File: src/rtl/cdb_broadcaster_pkg.sv
// Shared types and widths for the common data bus transmit side.
package cdb_broadcaster_pkg;
  localparam int ROB_TAG_LEN = 5;
  localparam int XLEN        = 32;
  localparam int CDB_NUM_FU  = 4;

  typedef struct packed {
    logic [ROB_TAG_LEN-1:0] rob_tag;
    logic [XLEN-1:0]        data;
    logic [XLEN-1:0]        target_pc;
    logic                   mispredict;
  } CDB_PACKET;
endpackage

File: src/rtl/cdb_result_fifo.sv
// Per-FU result FIFO: push/pop/flush, exposes registered count, head and full.
module cdb_result_fifo
  import cdb_broadcaster_pkg::*;
#(
  parameter int DEPTH = 2
) (
  input  logic                       clk,
  input  logic                       reset,
  input  logic                       flush,
  input  logic                       push,
  input  CDB_PACKET                  push_pkt,
  input  logic                       pop,
  output logic [$clog2(DEPTH):0]     count,
  output CDB_PACKET                  head,
  output logic                       full
);
  localparam int PW = $clog2(DEPTH);
  localparam int CW = PW + 1;

  CDB_PACKET       mem [DEPTH];
  logic [PW-1:0]   wr_ptr, rd_ptr;
  logic            do_push, do_pop;

  assign full    = (count == CW'(DEPTH));
  assign head    = mem[rd_ptr];
  // flush wins over any same-cycle push or pop
  assign do_push = push && !full && !flush;
  assign do_pop  = pop && (count != '0) && !flush;

  always_ff @(posedge clk or negedge reset) begin
    if (!reset) begin
      wr_ptr <= '0;
      rd_ptr <= '0;
      count  <= '0;
    end else if (flush) begin
      wr_ptr <= '0;
      rd_ptr <= '0;
      count  <= '0;
    end else begin
      if (do_push) wr_ptr <= wr_ptr + 1'b1;
      if (do_pop)  rd_ptr <= rd_ptr + 1'b1;
      count <= count + CW'(do_push) - CW'(do_pop);
    end
  end

  always_ff @(posedge clk) begin
    if (do_push) mem[wr_ptr] <= push_pkt;
  end
endmodule

File: src/rtl/cdb_broadcaster.sv
// CDB transmit side: per-FU result FIFOs, round-robin arbiter, registered broadcast.
module cdb_broadcaster
  import cdb_broadcaster_pkg::*;
#(
  parameter int NUM_FU    = CDB_NUM_FU,
  parameter int BUF_DEPTH = 2
) (
  input  logic                                 clk,
  input  logic                                 reset,
  input  logic                                 flush,
  input  logic [NUM_FU-1:0]                    fu_valid,
  output logic [NUM_FU-1:0]                    fu_ready,
  input  logic [NUM_FU-1:0][ROB_TAG_LEN-1:0]   fu_rob_tag,
  input  logic [NUM_FU-1:0][XLEN-1:0]          fu_data,
  input  logic [NUM_FU-1:0][XLEN-1:0]          fu_target_pc,
  input  logic [NUM_FU-1:0]                    fu_mispredict,
  output logic                                 cdb_valid,
  output logic [ROB_TAG_LEN-1:0]               cdb_rob_tag,
  output logic [XLEN-1:0]                      cdb_data,
  output logic [XLEN-1:0]                      cdb_target_pc,
  output logic                                 cdb_mispredict,
  output logic [$clog2(NUM_FU)-1:0]            cdb_fu_id
);
  localparam int ID_W = $clog2(NUM_FU);
  localparam int CW   = $clog2(BUF_DEPTH) + 1;

  logic [NUM_FU-1:0][CW-1:0] count;
  CDB_PACKET [NUM_FU-1:0]    head;
  logic [NUM_FU-1:0]         full, eligible, pop;
  logic [ID_W-1:0]           rr_ptr, winner, rr_next;
  logic                      any_elig;

  for (genvar gi = 0; gi < NUM_FU; gi++) begin : g_fu
    cdb_result_fifo #(.DEPTH(BUF_DEPTH)) u_fifo (
      .clk      (clk),
      .reset    (reset),
      .flush    (flush),
      .push     (fu_valid[gi]),
      .push_pkt ('{rob_tag: fu_rob_tag[gi], data: fu_data[gi],
                   target_pc: fu_target_pc[gi], mispredict: fu_mispredict[gi]}),
      .pop      (pop[gi]),
      .count    (count[gi]),
      .head     (head[gi]),
      .full     (full[gi])
    );
    assign eligible[gi] = (count[gi] != '0);
  end

  assign fu_ready = ~full;

  // Scan from the highest offset down so the lowest offset from rr_ptr wins.
  always_comb begin
    logic [ID_W:0] sum;
    winner   = '0;
    any_elig = 1'b0;
    sum      = '0;
    for (int k = NUM_FU - 1; k >= 0; k--) begin
      sum = {1'b0, rr_ptr} + (ID_W+1)'(k);
      if (sum >= (ID_W+1)'(NUM_FU)) sum = sum - (ID_W+1)'(NUM_FU);
      if (eligible[sum[ID_W-1:0]]) begin
        winner   = sum[ID_W-1:0];
        any_elig = 1'b1;
      end
    end
  end

  assign rr_next = (winner == ID_W'(NUM_FU - 1)) ? '0 : winner + 1'b1;
  assign pop     = any_elig ? (NUM_FU'(1) << winner) : '0;

  always_ff @(posedge clk or negedge reset) begin
    if (!reset) begin
      rr_ptr         <= '0;
      cdb_valid      <= 1'b0;
      cdb_rob_tag    <= '0;
      cdb_data       <= '0;
      cdb_target_pc  <= '0;
      cdb_mispredict <= 1'b0;
      cdb_fu_id      <= '0;
    end else if (flush) begin
      rr_ptr    <= '0;
      cdb_valid <= 1'b0;
    end else if (any_elig) begin
      rr_ptr         <= rr_next;
      cdb_valid      <= 1'b1;
      cdb_rob_tag    <= head[winner].rob_tag;
      cdb_data       <= head[winner].data;
      cdb_target_pc  <= head[winner].target_pc;
      cdb_mispredict <= head[winner].mispredict;
      cdb_fu_id      <= winner;
    end else begin
      cdb_valid <= 1'b0;
    end
  end
endmodule
File: config.mk
export PLATFORM = sky130hd
export DESIGN_NAME = cdb_broadcaster
export DESIGN_NICKNAME = d
export VERILOG_FILES = /design/src/rtl/cdb_broadcaster_pkg.sv /design/src/rtl/cdb_result_fifo.sv /design/src/rtl/cdb_broadcaster.sv
export SDC_FILE = /design/constraint.sdc
export NUM_CORES = 1
export LEC_CHECK = 0
export ABC_AREA = 1
export CELL_PAD_IN_SITES_DETAIL_PLACEMENT = 0
export CELL_PAD_IN_SITES_GLOBAL_PLACEMENT = 1
export CORE_UTILIZATION = 47
export CTS_CLUSTER_DIAMETER = 80
export CTS_CLUSTER_SIZE = 30
export DETAILED_ROUTE_END_ITERATION = 8
export PLACE_DENSITY = 0.91
export REMOVE_ABC_BUFFERS = 1
export SYNTH_ARGS = -nofsm -noshare
export SYNTH_HDL_FRONTEND = slang
export SYNTH_HIERARCHICAL = 1
export SYNTH_SLANG_ARGS = --single-unit
File: constraint.sdc
create_clock -name clk -period 7.5 [get_ports clk]
set_input_delay 1.125 -clock clk [delete_from_list [all_inputs] [get_ports clk]]
set_output_delay 1.125 -clock clk [all_outputs]
set_load 0.03 [all_outputs]
======== Word-level counts from Yosys, hierarchy flattened ========
Memory sizes are Yosys's and may differ from the RTL's.
Cells that the tools add are included.
W data, S select, Z words.
cells by class
  $add $sub $neg .......................... 24
  order comparisons ....................... 9
  equal/unequal tests ..................... 5
  shift operators ......................... 1
  muxes and demuxes ....................... 56
  bitwise logic cells ..................... 2
  reduce and logical (&&, ||, !) cells .... 35
operators by type and width
  cell                   number
  $bmux W70 S2           1
  $mux W70               1
  $mux W1                34
  $mux W2                15
  $reduce_bool A2 Y1     13
  $logic_and A1 B1 Y1    16
  $lt A2 B3 Y1 const B   5
  $eq A2 B2 Y1 const B   5
  $ge A3 B3 Y1 const B   3
  $add A1 B1 Y1 const B  8
  $add A2 B1 Y2          4
  $bmux W1 S2            4
  $sub A2 B1 Y2          4
  $sub A2 B1 Y2 const B  4
  $add A2 B2 Y3 const B  2
  $logic_not A1 Y1       5
  $mux W4                1
  $not A4 Y4             1
  $shl A1 B2 Y4 const A  1
  $add A2 B1 Y3 const B  1
  $ge A2 B3 Y1 const B   1
  $add A2 B1 Y2 const B  1
  $reduce_and A2 Y1      1
  $not A1 Y1             1
word-level totals
  flip-flop bits (word level) ............. 91
  RAM bits ................................ 560
  word-level logic and storage cells ...... 155
  memories kept ........................... 4
memories
  name                words  width  rd ports  clocked after memory_dff  wr ports  RTL line               text
  g_fu[0].u_fifo.mem  2      70     1         0                         1         cdb_result_fifo.sv:20  CDB_PACKET mem [DEPTH];
  g_fu[1].u_fifo.mem  2      70     1         0                         1         cdb_result_fifo.sv:20
  g_fu[2].u_fifo.mem  2      70     1         0                         1         cdb_result_fifo.sv:20
  g_fu[3].u_fifo.mem  2      70     1         0                         1         cdb_result_fifo.sv:20

======== Longest topological paths before layout ========
Gate-level depths: netlist of run 1.
  depth after elaboration ................. 15
  mapped depth ............................ 25
  depth with buffers taken out ............ 22

======== Hierarchy ========
Netlist of run 1, hierarchy kept.
by module, submodules not included
  module           instances  cells each  area an instance (um2)
  cdb_result_fifo  4          401         5,370.2
  cdb_broadcaster  1          976         5,952.0

======== Worst setup path after synthesis of run 1 ========
Ideal clock, no wire load.
  path kind ............................... input -> register
  start point ............................. input fu_valid[0]
  end point ............................... memory g_fu[0].u_fifo/mem[1][0] (netlist bit) (enable)
  data arrival time ....................... 4.345 ns
  required time ........................... 7.002 ns
  slack ................................... 2.657 ns
  cell stages on the path ................. 3
  cell sequence ........................... a21boi_0 > nand2_1 > nor2_1
between the ends
  word-level cells in the longest chain between the ends .. 4
RTL lines
  element                           RTL line               text
  from (decl)                       cdb_broadcaster.sv:11  input logic [NUM_FU-1:0] fu_valid,
  $logic_and A1 B1 Y1 (2 in a row)  cdb_result_fifo.sv:27  assign do_push = push && !full && !flush;
  $mux W1                           cdb_result_fifo.sv:47  if (do_push) mem[wr_ptr] <= push_pkt;
  $mux W1 (not written as such)     cdb_result_fifo.sv:47
  to (decl)                         cdb_result_fifo.sv:20
No other way between the ends.

======== Worst setup path after layout of run 1 ========
  start point ............................. register rr_ptr[0]
  end point ............................... register g_fu[0].u_fifo.count[1]
between the ends
  word-level cells in the longest chain between the ends .. 15
  elaborated cells on any way between the ends .. 37
  classes of those cells .................. add/sub: 8; order compare: 4; shift: 1; mux: 22; reduce/logical: 2
RTL lines
  element                                               RTL line               text
  from (decl)                                           cdb_broadcaster.sv:30  logic [ID_W-1:0] rr_ptr, winner, rr_next;
  from (signal assigned)                                cdb_broadcaster.sv:83  rr_ptr <= rr_next;
  $add A2 B2 Y3                                         cdb_broadcaster.sv:58  sum = {1'b0, rr_ptr} + (ID_W+1)'(k);
  $ge A3 B3 Y1 / $sub A2 B1 Y2 (equally long branches)  cdb_broadcaster.sv:59  if (sum >= (ID_W+1)'(NUM_FU)) sum = sum - (ID_W+1)'(NUM_FU);
  $mux W2                                               cdb_broadcaster.sv:59
  $bmux W1 S2                                           cdb_broadcaster.sv:60  if (eligible[sum[ID_W-1:0]]) begin
  $mux W1 (not written as such)                         cdb_broadcaster.sv:60
  $mux W2 (4 in a row)                                  cdb_broadcaster.sv:60
  $shl A1 B2 Y4                                         cdb_broadcaster.sv:68  assign pop = any_elig ? (NUM_FU'(1) << winner) : '0;
  $mux W4 (*)                                           cdb_broadcaster.sv:68
  net pop[0]                                            cdb_broadcaster.sv:29  logic [NUM_FU-1:0] full, eligible, pop;
  $logic_and A1 B1 Y1 (*) (2 in a row)                  cdb_result_fifo.sv:28  assign do_pop = pop && (count != '0) && !flush;
  $sub A2 B1 Y2 (*)                                     cdb_result_fifo.sv:42  count <= count + CW'(do_push) - CW'(do_pop);
  $mux W2 (*)                                           cdb_result_fifo.sv:35  end else if (flush) begin
  to (signal assigned)                                  cdb_result_fifo.sv:42
  to (decl)                                             cdb_result_fifo.sv:13  output logic [$clog2(DEPTH):0] count,
Mark *: on every way through the listed nets, which the timed path passes. The rest lies on a longest branch. The select of a mux whose other input is x is not followed.
A chain may end at the register's enable or synchronous reset.

==> metrics.cfg, run 1 <==
[drt]
drc = 0
drt-total-wl_um = 76300
viasPerCell = 5.14
drt_iter0_drc = 1598
antenna_left = 0
routedWlPerCell_um = 20.7
dr.pass1.iters = 6
vias = 18909

[layout]
regArea_um2 = 19100
areaGrowthSynthToFinish_pct = 19.0
final_cell_count_no_fill = 3678
nFillCells = 4899
layout.nets = 3180
multi_input_area_um2 = 6630
drive_above_1_share_pct = 4.58
final_util_pct = 56.6

[worst_setup_path]
cp_common_cell = nand2_1
r2r_cells = 23
reg2reg_from = rr_ptr[0]
worstSetupPathType = register to register
reg2reg_to = g_fu[0].u_fifo/count[1]
endpoint_kind = register
ff2ff_setup_slack_ns = 3.28
cp_cell_sequence = inv_2 -> nand2_1 -> nand2_1 -> inv_1 -> nand2_1 -> nand2_1 -> inv_1 -> nand2_1 -> nand2_2 -> buf_4 -> nand2_8 -> inv_1 -> ha_1 -> inv_1 -> nor2_1 -> nand2_1 -> nor2_1 -> ha_1 -> inv_1 -> ha_1 -> nand3_1 -> nand2_1 -> nor2_1
cp.required_ns = 7.96
cp_slowest_stage_delay_ns = 0.64
critPathTopFamily = simple AND/OR/NAND/NOR gates
path_buf_inv = 7
critPathLaunchType = register
crit_slowest_cell = nand2_8
worstPathArrival_ns = 4.68
critPathMaxFanout = 161

[job]
drv_cap = 0

[timing]
maxSlewViolCount = 0
min_period_ns = 4.22
hold_violations = 0
whs_ns = 0.486
slew_headroom_pct = 20.8
max_freq_mhz = 237
worst_pin_slew_ns = 1.19
rsz0062_at_grt = no
setup_viol = 0
finClkSkew_ns = 0.0381
fin_crit_sh_pct = 56.3
setup_tns_ns = 0

[die]
core-area_um2 = 57700
die_y_um = 244
initial_core_util_pct = 47.5
rows = 88
die_w_um = 244
design.die.area_um2 = 59300
io_pins = 364

[worst_hold_path]
hold_path.startpoint = cdb_data[16]
min_path_type = register to register
hold_depth = 2
whs_endpoint = cdb_data[16]

[power_and_ir_drop]
power.density_nw_per_um2 = 370
leakagePower_nw = 13.6
ir_worst_vdd_uv = 587

[placement]
hpwl_um = 51100
io_buffer_count = 363
placed_cells = 3609
gp_congestion = 0.952

[global_route]
antenna_found_initial = 7
grt_pass1_vias = 18994
grt_max_degree = 162
overflow = 0
grt_pass1_wl_um = 114000
grt_usage_pct = 26.0

[cts]
path_clk_slew_ns = 0.09
postCtsSetupBuffers = 0
cts.sinks = 651
ctsHoldBuffers = 0
cts_max_path_buffers = 3
clock-root-buffer = clkbuf_16
htreeDepth = 2
cts_resized = 0
cts_made_buffers = 35
clock_latency_ns = 0.59
cts_tree = built

[synth]
syn-mean-instance-area_um2 = 10.6
netlist_area_um2 = 27400
ys_warn_count = 6
ys_types = 29
netlist_instances = 2580
ys_ff_latch = 651
ys_seq_area_share_pct = 69.6

[run_status]
status = complete, no violations

worst min-delay path: cells and delay by family (launching register included):
kind	cells	cell delay, ns
flip-flops	1	0.35
AND/OR/NAND/NOR	2	0.11
layout make-up:
type | instances | area share [%]
antenna | 7 | 0.0536
clock buffer | 41 | 2.91
clock inverter | 21 | 0.766
inverter | 253 | 2.98
multi-input combinational | 1557 | 20.3
sequential | 651 | 58.5
tap | 765 | 2.93
timing repair buffer | 383 | 11.6
worst max-delay path by stage:
stage	startpoint	endpoint	cells past startpoint
CTS	rr_ptr[0]	g_fu[0].u_fifo/count[1]	22
global placement	flush	g_fu[0].u_fifo/mem[1][9]	5
finish	rr_ptr[0]	g_fu[0].u_fifo/count[1]	23
floorplan	rr_ptr[0]	g_fu[0].u_fifo/count[1]	19
global route	rr_ptr[0]	g_fu[0].u_fifo/count[1]	23
detailed placement	rr_ptr[0]	g_fu[0].u_fifo/count[1]	22
report_power, final:
part | internal, mW | switching, mW | total (mW)
combinational | 1.58 | 3.59 | 5.18
clock | 0.981 | 1.26 | 2.24
sequential | 4.41 | 0.268 | 4.68
routing by layer:
metal	vias to the layer above	track usage, %	routed length [µm]
met4	4	9.63	2940
li1	8961	-	-
met1	9144	32.0	28900
met3	106	4.01	5420
met5	-	0	26
met2	694	46.0	39000
state kept, by name, indices dropped and copies added (netlist names):
name and count:
g_fu.u_fifo/mem 560, cdb_data 32, cdb_target_pc 32, g_fu.u_fifo/count 8, cdb_rob_tag 5, g_fu.u_fifo/rd_ptr 4
g_fu.u_fifo/wr_ptr 4, cdb_fu_id 2, rr_ptr 2, cdb_mispredict 1, cdb_valid 1
synth_stat cells:
library cell / n / share of area, %
a21boi_0: 4 / 0.11
a21oi_1: 4 / 0.073
buf_1: 3 / 0.041
buf_2: 49 / 0.89
buf_4: 14 / 0.38
buf_6: 32 / 1.3
clkbuf_1: 21 / 0.29
dfrtp_1: 91 / 8.3
edfxtp_1: 560 / 61
ha_1: 12 / 0.55
inv_1: 247 / 3.4
inv_2: 2 / 0.027
inv_6: 4 / 0.13
nand2_1: 1193 / 16
nand2_2: 2 / 0.046
nand3_1: 204 / 3.7
nand3_2: 1 / 0.036
nand4_1: 8 / 0.18
nor2_1: 29 / 0.40
nor2_2: 1 / 0.023
nor2_4: 1 / 0.041
o211ai_1: 44 / 1.2
o21a_1: 1 / 0.027
o21ai_0: 7 / 0.13
o22ai_1: 1 / 0.023
or2_0: 12 / 0.27
or2_1: 2 / 0.046
or2_2: 30 / 0.68
xor2_2: 1 / 0.059
layout by cell type (no fill, tap or decap), drive strengths merged:
cell type | Yosys | layout
xor2 | 1 | 1
edfxtp | 560 | 560
nor2 | 31 | 31
buf | 98 | 21
clkdlybuf4s50 | 0 | 362
nand3 | 205 | 205
o21a | 1 | 1
nand2 | 1195 | 1195
a21oi | 4 | 4
ha | 12 | 12
o211ai | 44 | 44
or2 | 44 | 44
a21boi | 4 | 4
inv | 253 | 259
diode | 0 | 7
clkinv | 0 | 15
dfrtp | 91 | 91
o22ai | 1 | 1
o21ai | 7 | 7
clkbuf | 21 | 41
nand4 | 8 | 8
cell families after synthesis:
| logic type | share of synthesized area (%) |
|---|---|
| compound gates | 1.56 |
| xor+xnor | 0.0593 |
| fa+ha+maj | 0.547 |
| buf+inv | 6.45 |
| flops | 69.6 |
| simple gates | 21.8 |
per-stage QoR:
stage	power, mW	setup slack, ns	cell area (µm²)
3_5_place_dp	9.97	3.31	31400
5_1_grt	12.8	2.78	32600
2_1_floorplan	7.87	2.41	26600
3_3_place_gp	9.86	3.41	31400
4_1_cts	12.2	3.29	32600
6_report	12.1	3.28	32700
(Power assumes the default switching activity.)
==> run 2, diff against run 1 <==
Settings changed: CORE_UTILIZATION 47 to 43, PLACE_DENSITY 0.91 to 0.85.
Clock period 7.5 ns to 4.23 ns, I/O delays scaled along.
==> run 2 against run 1 <==
Effect of this change: final cell count rose by 2.2%; die area rose by 9.2%; clock skew fell by 0.0022 ns; fmax rose by 26%; flip-flop and latch count did not move; core utilization fell by 4.5 points; sequential power rose by 79%; worst hold slack got worse by 0.33 ns; register-to-register slack got worse by 2.4 ns; critical endpoint is now g_fu[0].u_fifo/count[0]; highest routed layer unchanged.
==> metrics.cfg, run 2 (synthesis gave the netlist of run 1 again) <==
[cts]
clock_latency_ns = 0.60  ; about the same
postCtsSetupBuffers = 0  ; unchanged
cts_made_buffers = 34  ; -2.9%
htreeDepth = 2  ; unchanged
path_clk_slew_ns = 0.11  ; +0.02 ns
clock-root-buffer = clkbuf_16
ctsHoldBuffers = 0  ; unchanged
cts.sinks = 651  ; unchanged
cts_tree = built
cts_max_path_buffers = 3  ; unchanged
cts_resized = 0  ; unchanged

[timing]
maxSlewViolCount = 0  ; unchanged
slew_headroom_pct = 26.0  ; +5.2 points
whs_ns = 0.159  ; -0.327 ns
setup_tns_ns = 0  ; unchanged
rsz0062_at_grt = no
setup_viol = 0  ; unchanged
min_period_ns = 3.34  ; -0.882 ns
setup_ws_ns = 0.893  ; -2.39 ns
worst_pin_slew_ns = 1.11  ; -0.0781 ns
finClkSkew_ns = 0.0358  ; -0.00221 ns
hold_violations = 0  ; unchanged
fin_crit_sh_pct = 78.9  ; +23 points
max_freq_mhz = 300  ; +26%

[drt]
drc = 0  ; unchanged
drt_iter0_drc = 1552  ; -2.9%
antenna_left = 0  ; unchanged
routedWlPerCell_um = 21.1  ; +2.0%
vias = 19089  ; +0.95%
drt-total-wl_um = 79500  ; +4.2%
dr.pass1.iters = 7  ; +1
viasPerCell = 5.08  ; -1.2%

[global_route]
grt_max_degree = 104  ; -36%
grt_pass1_vias = 18186  ; -4.3%
grt_pass1_wl_um = 115000  ; +1.2%
overflow = 0  ; unchanged
grt_usage_pct = 24.5  ; -1.4 points
antenna_found_initial = 3  ; -4

[placement]
gp_congestion = 0.961  ; +0.96%
io_buffer_count = 363  ; unchanged
pre_cts_ws_ns = 0.916  ; -2.39 ns
hpwl_um = 53300  ; +4.4%

[worst_setup_path]
worstPathArrival_ns = 3.78  ; -0.90 ns
cp.required_ns = 4.68  ; -3.28 ns
endpoint_kind = register
crit_slowest_cell = dfrtp_1
critPathTopFamily = simple AND/OR/NAND/NOR gates
critPathMaxFanout = 89  ; -45%
ff2ff_setup_slack_ns = 0.89  ; -2.39 ns
r2r_cells = 21  ; -8.7%
cp_cell_sequence = inv_2 -> nand2_1 -> nand2_1 -> inv_1 -> nand2_1 -> nand2_1 -> inv_1 -> nand2_1 -> nand2_2 -> nand2_8 -> inv_1 -> ha_1 -> inv_1 -> nor2_1 -> nand2_1 -> nor2_1 -> ha_1 -> inv_1 -> ha_1 -> inv_1 -> nor2_1
reg2reg_to = g_fu[0].u_fifo/count[0]
worstSetupPathType = register to register
reg2reg_from = rr_ptr[0]
cp_slowest_stage_delay_ns = 0.59  ; -0.05 ns
path_buf_inv = 7  ; unchanged
critPathLaunchType = register

[power_and_ir_drop]
intPower_mw = 12.4  ; +77%
p_comb_share_pct = 43.2  ; +0.4 points
swShare_pct = 42.8  ; +0.51 points
power_frac_seq_pct = 38.7  ; about the same
ir_worst_vdd_uv = 1010  ; +72%
leakagePower_nw = 13.7  ; +0.28%
p_clk_share_pct = 18.1  ; -0.4 points
p_switching_mw = 9.27  ; +81%
power.density_nw_per_um2 = 659  ; +78%

[layout]
areaGrowthSynthToFinish_pct = 19.7
top_register = g_fu.u_fifo/mem
largest_registers = g_fu.u_fifo/mem (560), cdb_data (32), cdb_target_pc (32)
layout.nets = 3185  ; +0.16%
final_common_cell = nand2_1
largest_reg_flops = 560  ; unchanged
final_cell_mix = nand2_1 (1192), edfxtp_1 (560), clkdlybuf4s50_1 (362), inv_1 (243), nand3_1 (204)
drive_above_1_share_pct = 4.77  ; +0.20 points

[job]
drv_cap = 0  ; unchanged

[die]
die_w_um = 255  ; +4.5%
rows = 92  ; +4.5%
io_pins = 364  ; unchanged
initial_core_util_pct = 43.5  ; -4.1 points
core-area_um2 = 63100  ; +9.3%
design.die.area_um2 = 64800  ; +9.2%
die_y_um = 255  ; +4.5%

[worst_hold_path]
min_path_type = primary input to async pin

[run_status]
status = complete, no violations

[run 2: layout make-up]
class / instances / area, µm²
timing repair buffer: 389 / 3930
tap: 846 / 1060
inverter: 253 / 975
antenna: 1 / 2.50
clock buffer: 39 / 933
multi-input combinational: 1557 / 6630
sequential: 651 / 19100
fill: 5620 / 30200
clock inverter: 23 / 215
[run 2: power groups by stage]
| stage | logic [mW] | clock network (mW) | registers, mW |
|---|---|---|---|
| floorplan | 4.56 | 0 | 9.04 |
| global placement | 9.40 | 0 | 8.50 |
| detailed placement | 9.49 | 0 | 8.50 |
| CTS | 9.53 | 3.99 | 8.37 |
| global route | 10.3 | 4.19 | 8.44 |
| finish | 9.35 | 3.91 | 8.37 |
[run 2: how the worst max path moves through the flow]
stage,cells past startpoint,endpoint,startpoint
6_report,21,g_fu[0].u_fifo/count[0],rr_ptr[0]
3_3_place_gp,21,g_fu[0].u_fifo/count[0],rr_ptr[0]
5_1_grt,21,g_fu[0].u_fifo/count[0],rr_ptr[0]
2_1_floorplan,19,g_fu[0].u_fifo/count[1],rr_ptr[0]
4_1_cts,21,g_fu[0].u_fifo/count[0],rr_ptr[0]
3_5_place_dp,7,cdb_target_pc[31],flush
[run 2: metrics by stage]
step	utilization, %	instance area [µm²]	power [mW]	std cells
after floorplan	-	26600	13.6	2461
after global placement	50.2	31700	17.9	3696
after detailed placement	50.2	31700	18.0	3696
after CTS	52.0	32800	21.9	3758
after global routing	52.0	32800	22.9	3758
final	52.1	32800	21.6	3759
[run 2: metal layers]
layer,vias up,GRT usage [%],part of all wire (%)
li1,8968,-,-
met1,9330,32.2,40
met2,701,42.8,51
met3,88,2.42,6.2
met4,2,7.61,2.9
met5,-,0,0.016
==> run 3, diff against run 2 <==
Clock period 4.23 ns to 3.2 ns, I/O delays scaled along.
==> run 3 against run 2 <==
Effect of this change: core utilization grew 0.43 points; total power increased by 34%; routed wire length hardly changed; worst hold slack better by 0.29 ns; critical path type unchanged.
==> metrics.cfg, run 3 (synthesis gave the netlist of run 1 again) <==
[run_status]
status = complete, no violations

[layout]
final_common_cell = nand2_1
nFillCells = 5621  ; +0.018%
top_register = g_fu.u_fifo/mem
final_cell_count_no_fill = 3775  ; +0.43%
multi_input_area_um2 = 6660  ; +0.47%
drive_above_1_share_pct = 5.33  ; +0.56 points
largest_registers = g_fu.u_fifo/mem (560), cdb_data (32), cdb_target_pc (32)
largest_reg_flops = 560  ; unchanged
layout.nets = 3200  ; +0.47%
areaGrowthSynthToFinish_pct = 20.7
regArea_um2 = 19100  ; about the same
final_cell_mix = nand2_1 (1192), edfxtp_1 (560), clkdlybuf4s50_1 (362), inv_1 (243), nand3_1 (204)
final_util_pct = 52.5  ; +0.43 points

[die]
core-area_um2 = 63100  ; unchanged
initial_core_util_pct = 43.5  ; unchanged
die_y_um = 255  ; unchanged
design.die.area_um2 = 64800  ; unchanged
io_pins = 364  ; unchanged
rows = 92  ; unchanged
die_w_um = 255  ; unchanged

[drt]
antenna_left = 0  ; unchanged
drc = 0  ; unchanged
drt-total-wl_um = 79600  ; about the same
viasPerCell = 5.03  ; -0.94%
routedWlPerCell_um = 21.1  ; -0.33%
drt_iter0_drc = 1390  ; -10%
dr.pass1.iters = 5  ; -2
vias = 18991  ; -0.51%

[global_route]
overflow = 0  ; unchanged
grt_usage_pct = 24.3  ; -0.19 points
grt_pass1_wl_um = 115000  ; -0.45%
antenna_found_initial = 12  ; +9
grt_pass1_vias = 18420  ; +1.3%
grt_max_degree = 140  ; +35%

[timing]
fin_crit_sh_pct = 93.6  ; +15 points
setup_tns_ns = 0  ; unchanged
finClkSkew_ns = 0.0380  ; +0.00216 ns
hold_violations = 0  ; unchanged
maxSlewViolCount = 0  ; unchanged
setup_viol = 0  ; unchanged
max_freq_mhz = 334  ; +11%
worst_pin_slew_ns = 1.02  ; -0.0841 ns
slew_headroom_pct = 31.6  ; +5.5 points
min_period_ns = 3.00  ; -0.341 ns

[worst_setup_path]
worstSetupPathType = register to register
cp.required_ns = 3.67  ; -1.01 ns
critPathLaunchType = register
worstPathArrival_ns = 3.46  ; -0.32 ns
endpoint_kind = register
critPathMaxFanout = 22  ; -75%

[power_and_ir_drop]
ir_worst_vdd_uv = 1250  ; +24%
power.density_nw_per_um2 = 877  ; +33%
leakagePower_nw = 13.8  ; +0.82%

[cts]
path_clk_slew_ns = 0.11  ; about the same
htreeDepth = 2  ; unchanged
clock-root-buffer = clkbuf_16
cts_max_path_buffers = 3  ; unchanged
cts_tree = built
clock_latency_ns = 0.61  ; about the same
cts_made_buffers = 36  ; +5.9%
cts.sinks = 651  ; unchanged

[placement]
hpwl_um = 51500  ; -3.3%
placed_cells = 3702  ; +0.16%
gp_congestion = 0.963  ; +0.12%
io_buffer_count = 363  ; unchanged

[job]
drv_cap = 0  ; unchanged

[worst_hold_path]
min_path_type = primary input to register

[run 3: cell count changes in the layout (fill, tap and decap cells not counted), moves of 3 or more]
cell      delta
nor2_2       +3
inv_12       +3
clkinv_2     -3
buf_4        +6
buf_12       +4
nor2_1       -3
clkbuf_1     +3
inv_8        -3
[run 3: layer usage]
layer	share of wire (%)	global-route usage, %	vias to the layer above
met5	0.18	0	-
met4	4.0	8.93	22
met3	7.3	4.58	132
met2	50	42.7	653
li1	-	-	8983
met1	38	29.8	9201
[run 3: timing repair]
item | CTS | global route
gates resized for setup | 0 | 7
setup buffers | 0 | 5
hold buffers | 1 | 0
setup endpoints to repair | 0 | 15
endpoints found under the hold margin | 45 | 0
[run 3: path summary, 6_finish.rpt]
check | start | to | slack, ns | cells after the start
setup / recovery | rr_ptr[0] | g_fu[2].u_fifo/count[1] | 0.20 | 20
hold / removal | fu_target_pc[10] | g_fu[0].u_fifo/mem[1][11] | 0.45 | 1
setup reg to reg | rr_ptr[0] | g_fu[2].u_fifo/count[1] | 0.20 | 20
hold reg to reg | cdb_data[0] | cdb_data[0] | 0.49 | 2
max in group asynchronous | reset | rr_ptr[0] | 1.85 | 3
min in group asynchronous | reset | cdb_data[1] | 0.50 | 2
[run 3: metrics by stage]
| step | power (mW) | hold slack [ns] | instance area, µm² | setup WS (ns) |
|---|---|---|---|---|
| 2_1_floorplan | 17.6 | 0.184 | 26600 | -1.89 |
| 3_3_place_gp | 23.6 | 0.465 | 31800 | 0.343 |
| 3_5_place_dp | 23.8 | 0.466 | 31800 | 0.205 |
| 4_1_cts | 29.2 | 0.420 | 33000 | 0.186 |
| 5_1_grt | 30.7 | 0.425 | 33100 | -0.000958 |
| 6_report | 29.0 | 0.452 | 33100 | 0.204 |
[run 3: power by group]
part,leakage (nW),internal (mW),total (mW),switching (mW)
logic,6.94,3.93,12.7,8.81
registers,6.27,10.3,10.9,0.548
clock network,0.588,2.39,5.43,3.03
total,13.8,16.7,29.0,12.4
[run 3: worst max-delay path, cell delays in order, from the launching register on]
cell and delay (ns):
dfrtp_2 0.45, buf_4 0.16, xor2_2 0.18, inv_1 0.08
nand2_1 0.09, nand3_1 0.18, nand2_1 0.14, nand2_4 0.13
nand2_8 0.13, inv_1 0.14, ha_1 0.15, inv_1 0.04
nor2_1 0.15, nand2_1 0.10, nor2_1 0.10, ha_1 0.23
inv_1 0.06, ha_1 0.16, nand3_1 0.08, nand2_1 0.08
nor2_1 0.05
[run 3: final cells by class]
type                       instances  share of cell area, %
sequential                       651                   57.7
multi-input combinational       1558                   20.1
timing repair buffer             401                   12.3
tap                              846                   3.20
inverter                         253                   2.94
clock buffer                      43                   2.89
clock inverter                    21                  0.869
antenna                            2                 0.0151
